`config.mk`:
```
export PLATFORM = sky130hd
export DESIGN_NAME = cdr_gear_ctrl
export DESIGN_NICKNAME = d
export VERILOG_FILES = /design/src/rtl/cdr_pkg.sv /design/src/rtl/cdr_win_accum.sv /design/src/rtl/cdr_gear_ctrl.sv
export SDC_FILE = /design/constraint.sdc
export NUM_CORES = 1
export LEC_CHECK = 0
export BUFFER_PORTS_ARGS = -buffer_cell sky130_fd_sc_hd__buf_2
export CAP_MARGIN = 20
export CORE_UTILIZATION = 45
export CTS_CLUSTER_DIAMETER = 60
export DETAILED_ROUTE_END_ITERATION = 16
export PLACE_DENSITY = 0.58
export SLEW_MARGIN = 15
export SYNTH_ARGS = -nofsm -noshare
export SYNTH_HDL_FRONTEND = slang
export SYNTH_SLANG_ARGS = --single-unit
```
`constraint.sdc`:
```
create_clock -name clk -period 11.54 [get_ports clk]
set_clock_uncertainty 0.1 [all_clocks]
set_input_delay 0 -clock clk [delete_from_list [all_inputs] [get_ports clk]]
set_output_delay 0 -clock clk [all_outputs]
set_load 0.01 [all_outputs]
```
`src/rtl/cdr_pkg.sv`:
```
// Shared CDR loop definitions: sequencer states and the loop-filter gain encodings
// that both this sequencer and the loop filter decode.
package cdr_pkg;

  typedef enum logic [1:0] {
    ST_IDLE   = 2'd0,
    ST_ACQ    = 2'd1,
    ST_TRACK  = 2'd2,
    ST_LOCKED = 2'd3
  } cdr_state_e;

  localparam logic [1:0] GAIN_FREEZE = 2'b00;
  localparam logic [1:0] GAIN_ACQ    = 2'b10;
  localparam logic [1:0] GAIN_TRACK  = 2'b01;

  function automatic logic [1:0] gain_for(cdr_state_e s);
    case (s)
      ST_IDLE: return GAIN_FREEZE;
      ST_ACQ:  return GAIN_ACQ;
      default: return GAIN_TRACK;
    endcase
  endfunction

endpackage

```
`src/rtl/cdr_win_accum.sv`:
```
// Observation-window engine: counts cycles per window, accumulates Up/Dn events and
// reports |up - dn| for the window, including the event of the closing cycle.
module cdr_win_accum #(
  parameter int WINDOW_LEN = 256,
  localparam int CW = $clog2(WINDOW_LEN + 1),
  localparam int WW = $clog2(WINDOW_LEN)
) (
  input  logic          clk,
  input  logic          rst_n,
  input  logic          run,
  input  logic          clr,
  input  logic          up,
  input  logic          dn,
  output logic          window_done,
  output logic [CW-1:0] abs_net
);

  localparam logic [WW-1:0] LAST = WW'(WINDOW_LEN - 1);

  logic [WW-1:0]   wcnt;
  logic [CW-1:0]   up_cnt, dn_cnt;
  logic [CW-1:0]   up_sum, dn_sum;
  logic            up_ev, dn_ev;
  logic signed [CW:0] net;

  // Both-high and both-low decisions carry no phase information.
  assign up_ev = up & ~dn;
  assign dn_ev = dn & ~up;

  assign up_sum = up_cnt + CW'(up_ev);
  assign dn_sum = dn_cnt + CW'(dn_ev);

  assign window_done = (wcnt == LAST);

  assign net     = $signed({1'b0, up_sum}) - $signed({1'b0, dn_sum});
  assign abs_net = net[CW] ? CW'(-net) : CW'(net);

  // NOTE: registers take non-blocking assignments so every flop samples pre-edge values.
  always_ff @(posedge clk or negedge rst_n) begin
    if (!rst_n) begin
      wcnt   <= '0;
      up_cnt <= '0;
      dn_cnt <= '0;
    end else if (clr || !run || window_done) begin
      wcnt   <= '0;
      up_cnt <= '0;
      dn_cnt <= '0;
    end else begin
      wcnt   <= wcnt + WW'(1);
      up_cnt <= up_sum;
      dn_cnt <= dn_sum;
    end
  end

endmodule

```
`src/rtl/cdr_gear_ctrl.sv`:
```
// Bang-bang CDR acquisition/lock sequencer: gear-shifts the loop filter from
// acquisition to tracking gain and declares or drops lock from windowed Up/Dn balance.
module cdr_gear_ctrl
  import cdr_pkg::*;
#(
  parameter int WINDOW_LEN     = 256,
  parameter int ACQ_WINDOWS    = 8,
  parameter int LOCK_WINDOWS   = 4,
  parameter int LOCK_THRESH    = 16,
  parameter int UNLOCK_THRESH  = 64,
  parameter int UNLOCK_WINDOWS = 2
) (
  input  logic       clk,
  input  logic       rst_n,
  input  logic       en,
  input  logic       Up,
  input  logic       Dn,
  output logic [1:0] gain_sel,
  output logic       locked,
  output logic [1:0] state,
  output logic       window_done
);

  localparam int CW = $clog2(WINDOW_LEN + 1);
  localparam int AW = $clog2(ACQ_WINDOWS + 1);
  localparam int QW = $clog2(LOCK_WINDOWS + 1);
  localparam int VW = $clog2(UNLOCK_WINDOWS + 1);

  localparam logic [31:0] LOCK_TH   = 32'(LOCK_THRESH);
  localparam logic [31:0] UNLOCK_TH = 32'(UNLOCK_THRESH);

  cdr_state_e    state_q, state_nxt;
  logic [AW-1:0] acq_cnt, acq_nxt, acq_inc;
  logic [QW-1:0] quiet_cnt, quiet_nxt, quiet_inc;
  logic [VW-1:0] viol_cnt, viol_nxt, viol_inc;
  logic [CW-1:0] abs_net;
  logic [31:0]   abs_ext;
  logic          is_quiet, is_viol;

  cdr_win_accum #(
    .WINDOW_LEN (WINDOW_LEN)
  ) u_win (
    .clk         (clk),
    .rst_n       (rst_n),
    .run         (state_q != ST_IDLE),
    .clr         (!en),
    .up          (Up),
    .dn          (Dn),
    .window_done (window_done),
    .abs_net     (abs_net)
  );

  assign abs_ext  = 32'(abs_net);
  assign is_quiet = (abs_ext <= LOCK_TH);
  assign is_viol  = (abs_ext >  UNLOCK_TH);

  assign acq_inc   = acq_cnt + AW'(1);
  assign quiet_inc = quiet_cnt + QW'(1);
  assign viol_inc  = viol_cnt + VW'(1);

  // NOTE: every combinational output is defaulted first so no path can infer a latch.
  always_comb begin
    state_nxt = state_q;
    acq_nxt   = acq_cnt;
    quiet_nxt = quiet_cnt;
    viol_nxt  = viol_cnt;

    if (!en) begin
      state_nxt = ST_IDLE;
      acq_nxt   = '0;
      quiet_nxt = '0;
      viol_nxt  = '0;
    end else begin
      case (state_q)
        ST_IDLE: begin
          state_nxt = ST_ACQ;
          acq_nxt   = '0;
          quiet_nxt = '0;
          viol_nxt  = '0;
        end
        ST_ACQ: begin
          if (window_done) begin
            acq_nxt = acq_inc;
            if (acq_inc == AW'(ACQ_WINDOWS)) begin
              state_nxt = ST_TRACK;
              quiet_nxt = '0;
            end
          end
        end
        ST_TRACK: begin
          if (window_done) begin
            if (is_quiet) begin
              quiet_nxt = quiet_inc;
              if (quiet_inc == QW'(LOCK_WINDOWS)) begin
                state_nxt = ST_LOCKED;
                viol_nxt  = '0;
              end
            end else begin
              quiet_nxt = '0;
            end
          end
        end
        ST_LOCKED: begin
          if (window_done) begin
            if (is_viol) begin
              viol_nxt = viol_inc;
              // Persistent violation: fall back to high-gain acquisition.
              if (viol_inc == VW'(UNLOCK_WINDOWS)) begin
                state_nxt = ST_ACQ;
                acq_nxt   = '0;
              end
            end else begin
              viol_nxt = '0;
            end
          end
        end
        default: state_nxt = ST_IDLE;
      endcase
    end
  end

  // NOTE: only control state is reset; there is no memory array here to leave unreset.
  always_ff @(posedge clk or negedge rst_n) begin
    if (!rst_n) begin
      state_q   <= ST_IDLE;
      acq_cnt   <= '0;
      quiet_cnt <= '0;
      viol_cnt  <= '0;
      gain_sel  <= GAIN_FREEZE;
      locked    <= 1'b0;
    end else begin
      state_q   <= state_nxt;
      acq_cnt   <= acq_nxt;
      quiet_cnt <= quiet_nxt;
      viol_cnt  <= viol_nxt;
      gain_sel  <= gain_for(state_nxt);
      locked    <= (state_nxt == ST_LOCKED);
    end
  end

  assign state = state_q;

endmodule
```
==> impl_metrics.env, run 1 <==
export IMPL_outcome="completed"
export IMPL_grt_usage_pct=19.5
export IMPL_cp_cell_sequence="ha_1, ha_1, xor2_1, ha_1, or2_1, o22ai_1, mux2i_1, nand3_1, a2111o_1, a211o_1, a2111oi_4, a21o_4, nand4b_4, o32ai_2"
export IMPL_intPower_w=0.000205
export IMPL_clkSlewWorstSetupHoldPaths_ns=0.09
export IMPL_gp_congestion=0.771
export IMPL_clock_latency_ns=0.30
export IMPL_synthCells=313
export IMPL_critPathMaxFanout=5
export IMPL_antenna_found_initial=0
export IMPL_wl_mm=6.22
export IMPL_cap_violations=0
export IMPL_die_h_microns=83.6
export IMPL_critical_path_arrival_ns=4.44
export IMPL_ys_types=67
export IMPL_relSlewSlack_pct=38.6
export IMPL_antenna_cells=0
export IMPL_drc=0
export IMPL_portBuffers=10
export IMPL_slew_viol_final=0
export IMPL_cts_buffers=5
export IMPL_final_nets=356
export IMPL_cpMostUsedCell="ha_1"
export IMPL_grt_max_degree=41
export IMPL_end_kind="register"
export IMPL_core_rowCount=29
export IMPL_grt_pass1_vias=2281
export IMPL_seq_area_frac_synth_pct=33.4
export IMPL_crit_family="compound AO/OA/AOI/OAI gates"
export IMPL_stdcell_count=402
export IMPL_tightestPinTransition_ns=0.920
export IMPL_async_flop_share_pct=100
export IMPL_switching_power_w=0.0000878
export IMPL_hold_class="in2reg"
export IMPL_final_util_pct=50.2
export IMPL_die_w_microns=83.6
export IMPL_period_needed_ns=4.33
export IMPL_die_area_sq_um=6990
export IMPL_ys_ff_latch=40
export IMPL_viasPerCell=5.59
export IMPL_drt_wirelength_per_cell_microns=15.5
export IMPL_peakVddDrop_v=0.0000482
export IMPL_syn_avg_cell_area_sq_um=9.57
export IMPL_num_fill_cells=586
export IMPL_grt_pass1_wl_mm=10.8
export IMPL_mappedNetlistArea_sq_um=3000
export IMPL_dr_pass1_iters=4
export IMPL_p_leak_nw=1.51
export IMPL_critPathBufInv=0
export IMPL_cts_tree="yes"
export IMPL_slowest_stage="a2111o_1"
export IMPL_initial_utilization_pct=46.9
export IMPL_drt_initial_drc_count=86
export IMPL_num_vias=2248
export IMPL_synth_edff_count=0
export IMPL_pwr_share_comb_pct=19.4
export IMPL_dp_hpwl_mm=4.63
export IMPL_max_freq_mhz=231
export IMPL_drive_above_1_share_pct=10.8
export IMPL_multi_input_area_sq_um=1910
export IMPL_io_pins=11
export IMPL_place_inst=393
export IMPL_syn_nets=344
export IMPL_design_core_area_sq_um=6390
export IMPL_critical_path_max_stage_delay_ns=0.43
export IMPL_seqPwrFrac_pct=48.7
export IMPL_grt_overflow=0
export IMPL_hold_ws_ns=0.158
export IMPL_crit_path_start_kind="register"
export IMPL_setup_violations=0
export IMPL_cp_required_ns=11.65
export IMPL_seqCellArea_sq_um=1000
export IMPL_power_density_nw_per_um2=91.3
export IMPL_antenna_left=0
export IMPL_clock_path_buffers=2
export IMPL_ys_flop_type="dfrtp_1"
export IMPL_p_clk_share_pct=31.9
export IMPL_fin_area_sq_um=3210
export IMPL_post_cts_setup_buffers=0
export IMPL_fin_crit_sh_pct=37.5
export IMPL_root_buffer="clkbuf_8"
export IMPL_finalHoldViolations=0
export IMPL_path_class="reg2reg"
export IMPL_syn_to_final_growth_pct=7.10
export IMPL_tns_ns=0
export IMPL_place_area_sq_um=3110
export IMPL_yosysWarningCount=0
export IMPL_cts_sinks=40
export IMPL_htree_levels=2
export IMPL_rsz0062_at_grt="false"
export IMPL_netSwitchingFraction_pct=30.0
-- power by group through the flow --
| stage | logic, W | registers (W) | clock network (W) |
|---|---|---|---|
| 5_1_grt | 0.0000635 | 0.000143 | 0.000104 |
| 4_1_cts | 0.0000572 | 0.000143 | 0.0000970 |
| 3_3_place_gp | 0.0000567 | 0.000145 | 0 |
| 6_report | 0.0000568 | 0.000143 | 0.0000934 |
| 3_5_place_dp | 0.0000564 | 0.000145 | 0 |
| 2_1_floorplan | 0.0000434 | 0.000146 | 0 |
-- metrics by stage --
stage	total power (W)	worst slack, ns
detailed placement	0.000202	7.20
floorplan	0.000189	7.62
finish	0.000293	7.21
global placement	0.000202	7.23
global route	0.000310	6.89
CTS	0.000297	7.19
-- timing repair --
action / in CTS / in global routing
hold buffers: 2 / 0
endpoints found under the hold margin: 46 / 0
gates resized for setup: 0 / 0
-- logic make-up (layout without fill, tap and decap cells) --
| logic type | Yosys count | in the layout | synth area share [%] |
|---|---|---|---|
| XOR/XNOR | 30 | 30 | 10.4 |
| AO/OA/AOI/OAI | 58 | 58 | 15.8 |
| multiplexers | 8 | 8 | 2.76 |
| buffers and inverters | 20 | 32 | 2.80 |
| flip-flops | 40 | 40 | 33.4 |
| AND/OR/NAND/NOR | 131 | 131 | 23.6 |
| adder cells (fa/ha/maj) | 26 | 26 | 11.1 |
-- layout by cell type, fill, tap and decap left out, types with 3 or more instances in the layout --
| cell | n |
|---|---|
| nand3_1 | 17 |
| buf_2 | 10 |
| nand2_1 | 20 |
| o211ai_1 | 3 |
| a211o_1 | 4 |
| xnor2_1 | 12 |
| nand4_1 | 6 |
| nor2_1 | 32 |
| and3_1 | 15 |
| xor2_1 | 13 |
| o31ai_1 | 3 |
| mux2i_1 | 6 |
| o21ai_1 | 5 |
| dfrtp_1 | 40 |
| nor3_1 | 5 |
| nand2b_1 | 4 |
| o21ai_0 | 4 |
| clkbuf_8 | 5 |
| nand3b_1 | 3 |
| nor2b_1 | 9 |
| a21oi_1 | 7 |
| ha_1 | 25 |
| inv_1 | 13 |
| o22ai_1 | 3 |
| and2_1 | 8 |
-- flip-flops by register name, indices dropped and copies added, names as in the netlist --
name / cells
u_win.dn_cnt: 9
u_win.up_cnt: 9
u_win.wcnt: 8
acq_cnt: 4
quiet_cnt: 3
gain_sel: 2
state: 2
viol_cnt: 2
locked: 1
-- tightest hold or removal path, stage by stage --
cell,delay [ns]
buf_2,0.08
nor2b_1,0.06
ha_1,0.26
inv_1,0.07
nor2_1,0.05
-- cells in the mapped netlist, types with 2 or more instances --
library cell / instances / area, sq um
a211o_1: 4 / 35.0
a21oi_1: 7 / 35.0
a22o_1: 2 / 17.5
and2_1: 8 / 50.1
and3_1: 15 / 93.8
clkbuf_1: 5 / 18.8
dfrtp_1: 40 / 1000
ha_1: 25 / 313
inv_1: 13 / 48.8
mux2i_1: 6 / 60.1
nand2_1: 20 / 75.1
nand2b_1: 4 / 25.0
nand3_1: 17 / 85.1
nand3_2: 2 / 20.0
nand3b_1: 3 / 22.5
nand4_1: 6 / 37.5
nand4b_1: 2 / 17.5
nor2_1: 32 / 120
nor2b_1: 9 / 56.3
nor3_1: 5 / 25.0
o2111ai_1: 2 / 17.5
o211ai_1: 3 / 22.5
o21a_1: 2 / 15.0
o21ai_0: 4 / 20.0
o21ai_1: 5 / 25.0
o22ai_1: 3 / 18.8
o31ai_1: 3 / 22.5
or2_2: 2 / 12.5
xnor2_1: 12 / 105
xnor3_1: 2 / 45.0
xor2_1: 13 / 114
xor2_2: 2 / 32.5
-- path summary, 6_finish.rpt --
path                                      startpoint                        end  slack (ns)  cells after the start
setup / recovery           u_win.up_cnt[0]$_DFF_PN0_    viol_cnt[1]$_DFFE_PN0P_        7.21                     14
hold / removal                                    Dn  u_win.up_cnt[0]$_DFF_PN0_        0.16                      5
setup reg to reg           u_win.up_cnt[0]$_DFF_PN0_    viol_cnt[1]$_DFFE_PN0P_        7.21                     14
hold reg to reg              u_win.wcnt[0]$_DFF_PN0_    u_win.wcnt[0]$_DFF_PN0_        0.39                      1
max in group asynchronous                      rst_n     acq_cnt[0]$_DFFE_PN0P_       10.49                      2
min in group asynchronous                      rst_n  u_win.dn_cnt[1]$_DFF_PN0_        0.28                      2
-- layer usage --
metal / part of all wire [%] / GRT usage (%) / wire length [microns]
met5: 0 / 0 / 0
met4: 1.7 / 6.63 / 108
met3: 1.9 / 3.46 / 120
met2: 48 / 33.3 / 2980
met1: 48 / 24.7 / 3010
-- area by class of cell --
type	count	share of cell area (%)
inverters	13	1.52
well taps	77	3.00
repair buffers	12	2.18
multi-input cells	253	59.6
clock buffers	5	2.15
clock inverters	2	0.390
flip-flops and latches	40	31.2
Note: power is estimated with default switching activity, not from simulation.
==> run 2, diff against run 1 <==
--- a/config.mk
+++ b/config.mk
@@ -10,7 +10,7 @@
 export CORE_UTILIZATION = 45
 export CTS_CLUSTER_DIAMETER = 60
 export DETAILED_ROUTE_END_ITERATION = 16
-export PLACE_DENSITY = 0.58
+export PLACE_DENSITY = 0.6
 export SLEW_MARGIN = 15
 export SYNTH_ARGS = -nofsm -noshare
 export SYNTH_HDL_FRONTEND = slang
==> constraint.sdc (replaced) <==
create_clock -name clk -period 3.5 [get_ports clk]
set_clock_uncertainty 0.1 [all_clocks]
set_input_delay 0 -clock clk [delete_from_list [all_inputs] [get_ports clk]]
set_output_delay 0 -clock clk [all_outputs]
set_load 0.01 [all_outputs]
==> impl_metrics.env, run 2 (same netlist as run 1, synthesis figures left out) <==
export IMPL_outcome="finished with violations"
export IMPL_failed_checks="negative setup slack"
export IMPL_num_vias=2597
export IMPL_htree_levels=2
export IMPL_drive_above_1_share_pct=44.6
export IMPL_clock_latency_ns=0.29
export IMPL_slew_viol_final=0
export IMPL_hold_end="u_win.up_cnt[0]$_DFF_PN0_"
export IMPL_io_pins=11
export IMPL_antenna_cells=0
export IMPL_cts_buffers=5
export IMPL_clock_path_buffers=2
export IMPL_end_kind="register"
export IMPL_drt_wirelength_per_cell_microns=15.1
export IMPL_rr_endpoint="viol_cnt[1]$_DFFE_PN0P_"
export IMPL_cp_cell_sequence="ha_4, ha_4, xor2_4, ha_4, or2_4, o221ai_2, o211ai_1, a221o_1, buf_4, or4_4, a2111oi_4, and2_4, buf_6, nand4b_4, o32ai_2"
export IMPL_finalHoldViolations=0
export IMPL_power_density_nw_per_um2=270
export IMPL_final_util_pct=68.2
export IMPL_place_area_sq_um=3670
export IMPL_intPower_w=0.000838
export IMPL_slowest_stage="or4_4"
export IMPL_grt_pass1_vias=2720
export IMPL_dp_hpwl_mm=5.21
export IMPL_fin_area_sq_um=4360
export IMPL_cts_tree="yes"
export IMPL_antenna_found_initial=0
export IMPL_pwr_share_comb_pct=26.1
export IMPL_grt_pass1_wl_mm=12.5
export IMPL_cts_sinks=40
export IMPL_crit_family="simple AND/OR/NAND/NOR gates"
export IMPL_timing_rr_start="u_win.up_cnt[0]$_DFF_PN0_"
export IMPL_critPathMaxFanout=4
export IMPL_root_buffer="clkbuf_8"
export IMPL_ff2ff_setup_slack_ns=-0.31
export IMPL_critical_path_arrival_ns=3.89
export IMPL_place_inst=453
export IMPL_path_class="reg2reg"
export IMPL_design_core_area_sq_um=6390
export IMPL_cap_violations=0
export IMPL_period_needed_ns=3.81
export IMPL_antenna_left=0
export IMPL_p_clk_share_pct=33.8
export IMPL_final_cell_mix="72 x buf_4, 40 x dfrtp_1, 30 x nor2_1, 18 x nand2_1"
export IMPL_grtUsageMet1_pct=29.1
export IMPL_clkSlewWorstSetupHoldPaths_ns=0.09
export IMPL_peakVddDrop_v=0.000251
export IMPL_max_freq_mhz=262
export IMPL_dr_pass1_iters=4
export IMPL_grt_overflow=0
export IMPL_worstRegToRegCells=15
export IMPL_globalRouteMet2Util_pct=37.8
export IMPL_switching_power_w=0.000337
export IMPL_final_common_cell="buf_4"
export IMPL_grt_busiest_layer="met2"
export IMPL_wl_mm=7.28
export IMPL_portBuffers=10
export IMPL_initial_utilization_pct=46.9
export IMPL_drt_initial_drc_count=116
export IMPL_syn_to_final_growth_pct=45.5
export IMPL_seqPwrFrac_pct=40.1
export IMPL_drc=0
export IMPL_viasPerCell=5.40
export IMPL_die_area_sq_um=6990
export IMPL_setup_violations=14
export IMPL_holdCritStartpoint="Dn"
export IMPL_relSlewSlack_pct=40.1
export IMPL_final_nets=434
export IMPL_crit_path_start_kind="register"
export IMPL_grt_max_degree=41
export IMPL_cpMostUsedCell="ha_4"
export IMPL_use_met3_pct=2.77
export IMPL_tightestPinTransition_ns=0.898
export IMPL_critPathBufInv=2
export IMPL_cp_required_ns=3.58
export IMPL_p_leak_nw=1.99
export IMPL_fin_crit_sh_pct=109
export IMPL_reg_largest_list="u_win.dn_cnt x9, u_win.up_cnt x9, u_win.wcnt x8"
export IMPL_stdcell_count=481
export IMPL_holdPathStages=5
export IMPL_grt_usage_pct=21.9
export IMPL_fin_ws_ns=-0.312
export IMPL_netSwitchingFraction_pct=28.7
export IMPL_rsz0062_at_grt="true"
export IMPL_gp_congestion=0.817
export IMPL_core_rowCount=29
export IMPL_hold_class="in2reg"
export IMPL_die_w_microns=83.6
export IMPL_die_h_microns=83.6
export IMPL_critical_path_max_stage_delay_ns=0.52
==> run 2: final cells by class <==
class | instances | area, sq um
clock buffer | 5 | 68.8
tap | 77 | 96.3
clock inverter | 3 | 46.3
multi-input combinational | 253 | 2420
sequential | 40 | 1000
fill | 487 | 2030
timing repair buffer | 90 | 678
inverter | 13 | 51.3
==> run 2: worst max-delay path by stage <==
stage | from | endpoint | slack (ns) | depth (start not counted)
2_1_floorplan | u_win.up_cnt[0]$_DFF_PN0_ | viol_cnt[1]$_DFFE_PN0P_ | -0.18 | 15
3_3_place_gp | u_win.up_cnt[0]$_DFF_PN0_ | viol_cnt[1]$_DFFE_PN0P_ | -0.37 | 13
3_5_place_dp | u_win.up_cnt[0]$_DFF_PN0_ | viol_cnt[1]$_DFFE_PN0P_ | -0.43 | 14
4_1_cts | u_win.dn_cnt[0]$_DFF_PN0_ | viol_cnt[1]$_DFFE_PN0P_ | -0.37 | 14
5_1_grt | u_win.up_cnt[0]$_DFF_PN0_ | acq_cnt[2]$_DFFE_PN0P_ | -0.48 | 21
6_report | u_win.up_cnt[0]$_DFF_PN0_ | viol_cnt[1]$_DFFE_PN0P_ | -0.31 | 15
==> run 2: power groups by stage <==
| stage | clock network [W] | registers (W) | logic, W |
|---|---|---|---|
| 3_5_place_dp | 0 | 0.000480 | 0.000254 |
| 2_1_floorplan | 0 | 0.000480 | 0.000157 |
| 6_report | 0.000397 | 0.000471 | 0.000307 |
| 4_1_cts | 0.000405 | 0.000471 | 0.000294 |
| 5_1_grt | 0.000420 | 0.000472 | 0.000336 |
| 3_3_place_gp | 0 | 0.000480 | 0.000253 |
==> run 2: routing by layer <==
| metal | share of wire (%) | vias to the layer above |
|---|---|---|
| met5 | 0 | - |
| met4 | 0.52 | 0 |
| met1 | 46 | 1250 |
| li1 | - | 1307 |
| met2 | 52 | 34 |
| met3 | 2.0 | 6 |
==> run 2: worst reg2reg max path, delay by kind of cell, from the launching register on <==
family,cells,cell delay [ns]
xor gates and xnor gates,1,0.20
DFF,1,0.42
and+or+nand+nor,4,1.12
AOI/OAI and AO/OA,5,1.07
buffers and inverters,2,0.27
adders and majority gates,3,0.53
==> run 2: timing repair <==
item / in CTS / in global routing
resized for setup: 49 / 28
setup buffers: 15 / 6
hold endpoints to repair: 45 / 0
setup endpoints to repair: 14 / 14
pin swaps: 40 / 39
hold buffers: 2 / 0
==> run 2: per-stage QoR <==
stage,hold WS [ns],setup WS [ns],setup TNS [ns],total power (W)
5_1_grt,0.154,-0.477,-5.42,0.00123
3_5_place_dp,0.0859,-0.427,-4.51,0.000734
6_report,0.134,-0.312,-3.01,0.00118
3_3_place_gp,0.0744,-0.375,-3.73,0.000732
4_1_cts,0.130,-0.369,-3.20,0.00117
2_1_floorplan,-0.396,-0.176,-0.825,0.000637
